[config.mk]
export PLATFORM = sky130hd
export DESIGN_NAME = pc_unit_flat
export DESIGN_NICKNAME = d
export VERILOG_FILES = /design/src/rtl/pc_unit_if.sv /design/src/rtl/pc_unit.sv /design/src/flat_wrapper.sv
export SDC_FILE = /design/constraint.sdc
export NUM_CORES = 1
export LEC_CHECK = 0
export BUFFER_PORTS_ARGS = -buffer_cell sky130_fd_sc_hd__buf_2
export CAP_MARGIN = 40
export CELL_PAD_IN_SITES_DETAIL_PLACEMENT = 0
export CELL_PAD_IN_SITES_GLOBAL_PLACEMENT = 1
export CORE_MARGIN = 10
export CORE_UTILIZATION = 36
export DETAILED_ROUTE_END_ITERATION = 8
export GPL_ROUTABILITY_DRIVEN = 0
export HOLD_SLACK_MARGIN = 0.08
export PLACE_DENSITY = 0.81
export SLEW_MARGIN = 0
export SYNTH_ARGS = -nofsm -noshare
export SYNTH_HDL_FRONTEND = slang
export SYNTH_SLANG_ARGS = --single-unit
[constraint.sdc]
create_clock -name clk -period 3.19 [get_ports clk]
set_input_delay 0.319 -clock clk [delete_from_list [all_inputs] [get_ports clk]]
set_output_delay 0.319 -clock clk [all_outputs]
set_load 0.01 [all_outputs]
[src/rtl/pc_unit_if.sv]
// Signal bundle between the fetch/decode logic and the program-counter unit.
// There is no valid/ready handshake: the controls are sampled on every rising edge; stall is the only hold.
interface pc_unit_if #(
  parameter int ADDR_W = 16,
  parameter int IMM_W  = 9
);
  logic              stall;
  logic              is_branch;
  logic              is_branch_reg;
  logic              is_halt;
  logic [2:0]        cond;
  logic [IMM_W-1:0]  imm;
  logic [ADDR_W-1:0] reg_target;
  logic [2:0]        flag;
  logic [ADDR_W-1:0] pc_addr;
  logic [ADDR_W-1:0] pc_plus;
  logic              taken;
  logic              halted;
  logic              state_dbg;

  modport master (
    output stall, is_branch, is_branch_reg, is_halt, cond, imm, reg_target, flag,
    input  pc_addr, pc_plus, taken, halted, state_dbg
  );

  modport slave (
    input  stall, is_branch, is_branch_reg, is_halt, cond, imm, reg_target, flag,
    output pc_addr, pc_plus, taken, halted, state_dbg
  );
endinterface

[src/rtl/pc_unit.sv]
// Program-counter unit: holds the fetch PC and selects the next PC from
// sequential, relative-branch, register-branch, stall-hold and halt sources.
module pc_unit #(
  parameter int                ADDR_W      = 16,
  parameter int                IMM_W       = 9,
  parameter int                INSTR_BYTES = 2,
  parameter logic [ADDR_W-1:0] RESET_VEC   = '0
) (
  input  logic       clk,
  input  logic       rst,
  pc_unit_if.slave   bus
);

  localparam int                SHIFT = $clog2(INSTR_BYTES);
  localparam logic [ADDR_W-1:0] INC   = ADDR_W'(INSTR_BYTES);

  typedef enum logic {
    S_RUN  = 1'b0,
    S_HALT = 1'b1
  } state_t;

  state_t            r_state;
  state_t            w_next_state;
  logic [ADDR_W-1:0] r_pc;
  logic [ADDR_W-1:0] w_pc_next;
  logic [ADDR_W-1:0] w_pc_plus;
  logic [ADDR_W-1:0] w_imm_ext;
  logic [ADDR_W-1:0] w_rel_target;
  logic [ADDR_W-1:0] w_target;
  logic              w_flag_z;
  logic              w_flag_v;
  logic              w_flag_n;
  logic              w_cond_true;
  logic              w_branch_taken;
  logic              w_advance;
  logic              w_taken;

  assign w_flag_z = bus.flag[2];
  assign w_flag_v = bus.flag[1];
  assign w_flag_n = bus.flag[0];

  // Offset is in instruction units, so it is scaled to bytes before the add.
  assign w_pc_plus    = r_pc + INC;
  assign w_imm_ext    = {{(ADDR_W-IMM_W){bus.imm[IMM_W-1]}}, bus.imm};
  assign w_rel_target = w_pc_plus + (w_imm_ext << SHIFT);
  assign w_target     = bus.is_branch_reg ? bus.reg_target : w_rel_target;

  always_comb begin
    w_cond_true = 1'b0;
    case (bus.cond)
      3'b000:  w_cond_true = ~w_flag_z;
      3'b001:  w_cond_true = w_flag_z;
      3'b010:  w_cond_true = ~w_flag_z & ~w_flag_n;
      3'b011:  w_cond_true = w_flag_n;
      3'b100:  w_cond_true = w_flag_z | (~w_flag_z & ~w_flag_n);
      3'b101:  w_cond_true = w_flag_n | w_flag_z;
      3'b110:  w_cond_true = w_flag_v;
      3'b111:  w_cond_true = 1'b1;
      default: w_cond_true = 1'b0;
    endcase
  end

  assign w_branch_taken = (bus.is_branch | bus.is_branch_reg) & w_cond_true;

  // Only an unstalled, non-halting RUN cycle moves the PC.
  assign w_advance = (r_state == S_RUN) & ~bus.stall & ~bus.is_halt;
  assign w_taken   = rst & w_advance & w_branch_taken;

  // State register.
  always_ff @(posedge clk or negedge rst) begin
    if (!rst) begin
      r_state <= S_RUN;
      r_pc    <= RESET_VEC;
    end else begin
      r_state <= w_next_state;
      r_pc    <= w_pc_next;
    end
  end

  // Next-state logic.
  always_comb begin
    w_next_state = r_state;
    w_pc_next    = r_pc;
    case (r_state)
      S_RUN: begin
        if (!bus.stall) begin
          if (bus.is_halt) begin
            w_next_state = S_HALT;
          end else if (w_branch_taken) begin
            w_pc_next = w_target;
          end else begin
            w_pc_next = w_pc_plus;
          end
        end
      end
      S_HALT: begin
        w_next_state = S_HALT;
      end
      default: begin
        w_next_state = S_RUN;
      end
    endcase
  end

  // Output logic.
  always_comb begin
    bus.pc_addr   = r_pc;
    bus.pc_plus   = w_pc_plus;
    bus.taken     = w_taken;
    bus.halted    = (r_state == S_HALT);
    bus.state_dbg = r_state;
  end

endmodule

[src/flat_wrapper.sv]
// flat-port wrapper written by rule: the top's interface ports become plain ports
module pc_unit_flat 
#(
  parameter int                ADDR_W      = 16,
  parameter int                IMM_W       = 9,
  parameter int                INSTR_BYTES = 2,
  parameter logic [ADDR_W-1:0] RESET_VEC   = '0
)
  (clk, rst, bus_stall, bus_is_branch, bus_is_branch_reg, bus_is_halt, bus_cond, bus_imm, bus_reg_target, bus_flag, bus_pc_addr, bus_pc_plus, bus_taken, bus_halted, bus_state_dbg);
  pc_unit_if #(.ADDR_W(ADDR_W), .IMM_W(IMM_W)) bus_i ();
  input  logic clk;
  input  logic rst;
  input wire logic [$bits(bus_i.stall)-1:0] bus_stall;
  input wire logic [$bits(bus_i.is_branch)-1:0] bus_is_branch;
  input wire logic [$bits(bus_i.is_branch_reg)-1:0] bus_is_branch_reg;
  input wire logic [$bits(bus_i.is_halt)-1:0] bus_is_halt;
  input wire logic [$bits(bus_i.cond)-1:0] bus_cond;
  input wire logic [$bits(bus_i.imm)-1:0] bus_imm;
  input wire logic [$bits(bus_i.reg_target)-1:0] bus_reg_target;
  input wire logic [$bits(bus_i.flag)-1:0] bus_flag;
  output wire logic [$bits(bus_i.pc_addr)-1:0] bus_pc_addr;
  output wire logic [$bits(bus_i.pc_plus)-1:0] bus_pc_plus;
  output wire logic [$bits(bus_i.taken)-1:0] bus_taken;
  output wire logic [$bits(bus_i.halted)-1:0] bus_halted;
  output wire logic [$bits(bus_i.state_dbg)-1:0] bus_state_dbg;
  assign bus_i.stall = bus_stall;
  assign bus_i.is_branch = bus_is_branch;
  assign bus_i.is_branch_reg = bus_is_branch_reg;
  assign bus_i.is_halt = bus_is_halt;
  assign bus_i.cond = bus_cond;
  assign bus_i.imm = bus_imm;
  assign bus_i.reg_target = bus_reg_target;
  assign bus_i.flag = bus_flag;
  assign bus_pc_addr = bus_i.pc_addr;
  assign bus_pc_plus = bus_i.pc_plus;
  assign bus_taken = bus_i.taken;
  assign bus_halted = bus_i.halted;
  assign bus_state_dbg = bus_i.state_dbg;
  pc_unit #(.ADDR_W(ADDR_W), .IMM_W(IMM_W), .INSTR_BYTES(INSTR_BYTES), .RESET_VEC(RESET_VEC)) u_core (.clk(clk), .rst(rst), .bus(bus_i));
endmodule
Yosys cells after proc, flatten, opt, wreduce, memory -nomap -nowiden --
Index checks and enable logic that the tools add are counted.
Word-level totals: bits of input ports 37, output and inout port bits 35, word-level logic and storage cells 33, register bits 17
Operators by class: reduce and logical (&&, ||, !) cells 2, add/subtract/negate cells 2, equal/unequal tests 7, mux-type cells 6, bitwise gates (word level) 14
Operators by type and width (number):
- 2-to-1 mux 16 bit | 2
- adder 16 bit | 1
- adder 16 x 2 -> 16 bit, second input constant | 1
- == test 3 bit, second input constant | 4
- case mux 1 bit (8 select lines) | 1
- AND 1 bit | 6
- == test 3 x 2 -> 1 bit, second input constant | 2
- inverter 1 bit | 5
- == test 3 x 1 -> 1 bit, second input constant | 1
- zero test 3 bit | 1
- bitwise OR 1 bit | 3
- AND reduction 3 bit | 1
- 2-to-1 mux 1 bit | 2
- case mux 1 bit (2 select lines) | 1

Longest topological paths before layout --
Gate-level depths: netlist of the first run.
word-level depth 6, depth in mapped cells 12

Worst setup path after synthesis of the first run --
No wires, ideal clock.
kind register to register, start point register u_core.r_pc[1], in the netlist u_core.bus.pc_addr[1], end point register u_core.r_pc[15], in the netlist u_core.bus.pc_addr[15], buffers on the path 0, clock period less this slack 3.026 ns, data required time 3.063 ns, setup time 0.127 ns, arrival 2.899 ns, path slack 0.164 ns, stages on the path, launching flop included 10, path through dfrtp_1 ha_1 nand3_1 nor4_1 xor2_1 ha_1 a2111oi_0 a21oi_1 xnor2_1 a221o_2
Between the ends: cells in the longest elaborated chain, start to end 4
RTL lines:
- start, declared | line pc_unit.sv:24 | logic [ADDR_W-1:0] r_pc;
- start signal, assigned | line pc_unit.sv:76 | r_pc <= w_pc_next;
- adder 16 x 2 -> 16 bit | line pc_unit.sv:43 | assign w_pc_plus = r_pc + INC;
- via bus_pc_plus[13] | line flat_wrapper.sv:22 | output wire logic [$bits(bus_i.pc_plus)-1:0] bus_pc_plus;
- adder 16 bit | line pc_unit.sv:45 | assign w_rel_target = w_pc_plus + (w_imm_ext << SHIFT);
- 2-to-1 mux 16 bit | line pc_unit.sv:46 | assign w_target = bus.is_branch_reg ? bus.reg_target : w_rel_target;
- 2-to-1 mux 16 bit | line pc_unit.sv:89 | end else if (w_branch_taken) begin
The timed path passes the listed nets, and every way through them passes these cells. A chain may end at the register's enable or synchronous reset.

Worst setup path in the final report of the first run --
start point register u_core.r_pc[1], in the netlist u_core.bus.pc_addr[1], end point register u_core.r_pc[15], in the netlist u_core.bus.pc_addr[15]
Between the ends: cells in the longest elaborated chain, start to end 4
RTL lines (line):
- adder 16 x 2 -> 16 bit (*) | pc_unit.sv:43
- adder 16 bit | pc_unit.sv:45
- 2-to-1 mux 16 bit | pc_unit.sv:46
- 2-to-1 mux 16 bit (*) | pc_unit.sv:89
Mark *: on every way between the ends. The rest lies on a longest branch, timed or not.

==> metrics, run 1 <==
outcome=completed; largest net degree at the start of global routing=22; cells after synthesis=263; sum of negative setup slack=0 ps; Max Clock Skew=5.66 ps; crit-path max FO=6; initial DRC count=159; Hold Crit Class=input pin to register; CP max stage delay=420 ps; element type at the critical path start=register; Unique masters post-synth=55; r2r startpoint=u_core.bus.pc_addr[1]; clock sinks=17; DR vias/cell=5.38; CTS Buffer Depth=2; commonest non-fill, non-tap cell in the layout=buf_2; endpoints failing setup=0; critical path cell sequence=ha_1 > nand2_1 > nor2_1 > nand3_1 > xnor2_1 > ha_1 > o21ai_0 > a21oi_1 > nor2_1 > a21oi_1 > xnor2_1 > a221o_2; Core ar.=5540 um^2; R2R setup slack=260 ps; Syn Area/Cell=7.90 um^2; share of layout cells above drive strength 1=30.8%; final net count=398; max-cap violations=0; Syn. warnings=0; Mapped Nets=319; Final ANT Viol Nets=0; Top FF cell, synth=dfrtp_1; n_diodes=0; Seq/Total Area, Yosys=20.5%; H-tree depth=1; Post-synth ARST share=100%; Final Slew Violations=0; CP Class=register to register; die area=9210 um^2; met2 usage=25.1%; Post-synth EDFFs=0; GR Util met1=20.4%; top post-synthesis cells by area=dfrtp_1 (20%), ha_1 (11%), xnor2_1 (6.7%); Final Non-Filler Cells=413; GRT Max-Usage Layer=met2; Detailed Route WL=7000 um; clk_lat worst skew=260 ps; Clock transition at path regs=70 ps; TritonCTS clock tree=done; placed cells=407; top-area cell type share of the netlist area=20.5%; gr usage total=15.1%; Die X=96.0 um; cell taking the most area after synthesis=dfrtp_1; Endpoint, Worst Hold=u_core.bus.pc_addr[0]; I/O Pins=72; Port Buffers=71; fin crit share=91.8%; setup repair after global routing missed its margin=false; RR Endpoint=u_core.bus.pc_addr[15]; FF-to-FF path depth=12; Leak=0.00125 uW; Starting Density=37.5%; Slew @ Worst Pin=689 ps; Power Density=507 nW/um^2; commonest cells after routing, fill and taps aside=buf_2 (71), nand2_1 (26), o21ai_0 (22); drt wl/cell=16.9 um; Rel. slew slack=53.8%; CP max-delay cell=dfrtp_1; worst vdd ir=0.153 mV; Worst Path Required=3330 ps; Vias=2220; Critical Path Source=u_core.bus.pc_addr[1]; DP HPWL=5850 um; Post-Syn Area=2080 um^2; Critical Path AT=3070 ps; grt total ovfl=0; area grow syn2layout=29.3%; global-route wire length before repair=11200 um; antenna violations before repair=0; worst hold stages=2; final hold vios=0; vias in the first global route=2177; CP endpoint kind=register; drt drc=0; Die H=96.0 um; GR met3 Demand/Resource=1.56%; Final Critical Period=2930 ps; Max Freq=0.342 GHz; Final Core Density=48.5%; min-delay src=bus_reg_target[0]; drt first pass iters=4; row count=27; Root Driver=clkbuf_8; Yosys reg bits=17; CTS Buf Count=3
-- worst max-delay path, delay by kind of cell, from the launching register on --
family	cells	cell delay, ps
compound gates	4	730
xor+xnor	2	510
fa+ha+maj	2	610
flops	1	420
simple gates	4	540
-- layout make-up --
class | instances | area [um^2]
Fill cell | 601 | 2860
Tap cell | 72 | 90.1
Sequential cell | 17 | 428
Inverter | 10 | 37.5
Multi-Input combinational cell | 227 | 1640
Clock buffer | 4 | 45.0
Timing Repair Buffer | 83 | 448
-- cells by family after synthesis --
kind of cell | after synthesis | share of synthesized area (%)
compound gates | 89 | 28.7
simple gates | 89 | 21.6
xor+xnor | 25 | 10.9
buf+inv | 19 | 4.04
fa+ha+maj | 19 | 11.8
flops | 17 | 20.5
mux | 5 | 2.47
-- synth_stat cells, types with 2 or more instances --
cell type	number
o211ai_1	6
o31ai_1	2
a32oi_1	2
xnor2_1	16
ha_1	18
a21o_1	6
clkbuf_1	5
nor2_1	20
nand4_1	3
xor2_1	8
a21oi_1	20
mux2i_1	4
a22oi_1	2
nand2_1	26
o21a_1	3
and2_1	3
nor4_1	2
nor2b_1	5
dfrtp_1	17
nor3_1	7
nand2b_1	2
a31oi_1	2
o221ai_1	2
o21ai_0	23
inv_1	10
a211oi_1	4
and3_1	2
nand3_1	14
buf_4	3
-- metrics by stage --
| stage | hold slack [ps] | power, uW | setup WS (ps) | instance area [um^2] |
|---|---|---|---|---|
| 3_5_place_dp | 285 | 1150 | 125 | 2560 |
| 3_3_place_gp | 282 | 1150 | 91.0 | 2560 |
| 4_1_cts | 286 | 1320 | 107 | 2610 |
| 5_1_grt | 295 | 1480 | 12.4 | 2690 |
| 2_1_floorplan | 23.4 | 874 | 164 | 2080 |
| 6_report | 288 | 1360 | 263 | 2690 |
-- power breakdown --
part	internal [uW]	switching (uW)	leakage (uW)
sequential	257	71.0	0.000205
combinational	384	483	0.00103
clock	88.8	78.1	0.0000228
total	730	632	0.00125
-- timing repair --
item | 4_1_cts | 5_1_grt
endpoints found under the hold margin | 17 | 0
hold buffers | 1 | 0
buffers inserted | 0 | 1
gates resized for setup | 0 | 13
endpoints found under the setup margin | 0 | 6
-- layer usage --
metal / vias to the layer above / part of all wire, %
met2: 47 / 47
met1: 1036 / 47
met5: - / 0
met4: 0 / 0.81
li1: 1133 / -
met3: 4 / 4.9
-- registers in the layout (all words and copies together) (netlist names) --
register            flops
u_core.bus.halted       1
u_core.bus.pc_addr     16
-- how the worst max path moves through the flow --
stage,slack [ps],depth (start not counted),endpoint
after floorplan,160,9,u_core.bus.pc_addr[15]
after global placement,90,10,u_core.bus.pc_addr[15]
after detailed placement,120,10,u_core.bus.pc_addr[15]
after CTS,110,10,u_core.bus.pc_addr[15]
after global routing,10,13,u_core.bus.pc_addr[15]
final,260,12,u_core.bus.pc_addr[15]
No activity file was read; power rests on OpenSTA's default activity.
==> run 2: changes to the inputs <==
Settings changed: CELL_PAD_IN_SITES_DETAIL_PLACEMENT 0 to 1, CELL_PAD_IN_SITES_GLOBAL_PLACEMENT 1 to 2, CORE_UTILIZATION 36 to 28, SETUP_SLACK_MARGIN set to 0.5, TNS_END_PERCENT set to 5.
==> run 2 against run 1 <==
- first-iteration DRC count down 3.1%
- critical path depth fell by 1
- register-to-register slack better by 230 ps
- power increased by 18%
- global-route usage shrank 0.76 points
- critical path type unchanged
==> metrics, run 2 (synthesis gave the netlist of run 1 again) <==
Max Clock Skew=3.19 ps; Hold Crit Class=input pin to register; drt wl/cell=18.2 um; global-route wire length before repair=13400 um; met3 wire length=344 um; largest net degree at the start of global routing=22; Die X=106 um; FILL cells=898; worst hold margin=287 ps; n_diodes=0; row count=31; Clock transition at path regs=80 ps; max FFs per register=16; drt drc=0; Rel. slew slack=62.6%; Critical Path AT=2840 ps; internal power=861 uW; gr usage total=14.3%; FF-to-FF path depth=11; final hold vios=0; combinational share of power=68.5%; Leak=0.00143 uW; M1 WL=3770 um; area grow syn2layout=53.0%; TritonCTS clock tree=done; drt first pass iters=4; commonest cells after routing, fill and taps aside=buf_2 (71), buf_4 (31), nand2_1 (24); min-delay src=bus_reg_target[12]; fin crit share=84.5%; initial DRC count=154; sum of negative setup slack=0 ps; Root Driver=clkbuf_8; met2 WL=4160 um; Core ar.=7210 um^2; Endpoint, Worst Hold=u_core.bus.pc_addr[12]; Starting Density=28.8%; die area=11300 um^2; final net count=421; clock power share=11.0%; Worst Path Required=3340 ps; H-tree depth=1; RR Endpoint=u_core.bus.pc_addr[15]; antenna violations before repair=0; outcome=completed; share of layout cells above drive strength 1=47.0%; endpoints failing setup=0; Power Density=507 nW/um^2; Switching Fraction=46.5%; element type at the critical path start=register; Vias=2429; setup repair after global routing missed its margin=true; Final ANT Viol Nets=0; clock sinks=17; CTS Buf Count=3; vias in the first global route=2547; CP Class=register to register; sequential share of power=20.5%; Final Critical Period=2700 ps; max-cap violations=0; Final Slew Violations=0; Sw Pwr=749 uW; I/O Pins=72; R2R setup slack=490 ps; worst hold stages=3; DP HPWL=6530 um; worst vdd ir=0.153 mV; CP endpoint kind=register; crit-path max FO=4; Max Freq=0.371 GHz; grt total ovfl=0; CTS Buffer Depth=2; r2r startpoint=u_core.bus.pc_addr[1]; Port Buffers=71; DR vias/cell=5.25; Die H=106 um; Detailed Route WL=8420 um; Top Layer Used=met4; Slew @ Worst Pin=558 ps; clk_lat worst skew=260 ps; commonest non-fill, non-tap cell in the layout=buf_2
[run 2: repair_timing]
item / CTS / global route
endpoints found under the setup margin: 8 / 8
hold buffers: 1 / 0
resized for setup: 18 / 15
setup buffers: 25 / 4
pin swaps: 16 / 13
endpoints found under the hold margin: 17 / 0
[run 2: area by class of cell]
type / instances / area [um^2] / area share [%]
flip-flops and latches: 17 / 438 / 13.8
well taps: 99 / 124 / 3.90
clock buffers: 4 / 45.0 / 1.42
inverters: 10 / 37.5 / 1.18
repair buffers: 106 / 641 / 20.2
multi-input cells: 227 / 1890 / 59.6
[run 2: how the worst max path moves through the flow]
stage                                from                     end  slack [ps]  cells after the start
finish              u_core.bus.pc_addr[1]  u_core.bus.pc_addr[15]         490                     11
floorplan           u_core.bus.pc_addr[5]  u_core.bus.pc_addr[15]         520                     12
CTS                 u_core.bus.pc_addr[2]  u_core.bus.pc_addr[15]         490                     11
global route        u_core.bus.pc_addr[1]  u_core.bus.pc_addr[14]         370                     12
detailed placement  u_core.bus.pc_addr[3]  u_core.bus.pc_addr[15]         170                     11
global placement    u_core.bus.pc_addr[1]  u_core.bus.pc_addr[15]         200                     11
[run 2: metrics by stage]
step                      area, um^2  util (%)  cells  total power (uW)  setup slack, ps
final                           3180      44.1    463              1610              494
after detailed placement        2740      38.0    429              1250              169
after global placement          2740      38.0    429              1240              200
after global routing            3180      44.1    463              1740              365
after floorplan                 2270         -    263               948              517
after CTS                       3090      42.8    459              1560              491
[run 2: power groups by stage]
| stage | Clock [uW] | Combinational (uW) | Sequential [uW] |
|---|---|---|---|
| 6_report | 177 | 1100 | 330 |
| 5_1_grt | 189 | 1210 | 337 |
| 4_1_cts | 177 | 1060 | 327 |
| 3_5_place_dp | 0 | 896 | 351 |
| 3_3_place_gp | 0 | 889 | 347 |
| 2_1_floorplan | 0 | 599 | 349 |
[run 2: critical path, stage by stage (launching register included)]
cell	delay (ps)
dfrtp_2	430
ha_4	190
nand2_1	90
nor2_2	160
nand3_2	150
xnor2_2	190
ha_2	230
a21o_1	210
a2111oi_4	350
a21oi_2	100
xnor2_1	150
a221o_2	330
[run 2: layer usage]
metal,GRT usage (%),vias to the layer above
met5,0,-
met4,4.06,0
met3,1.63,9
met2,24.7,53
met1,18.3,1188
li1,-,1179
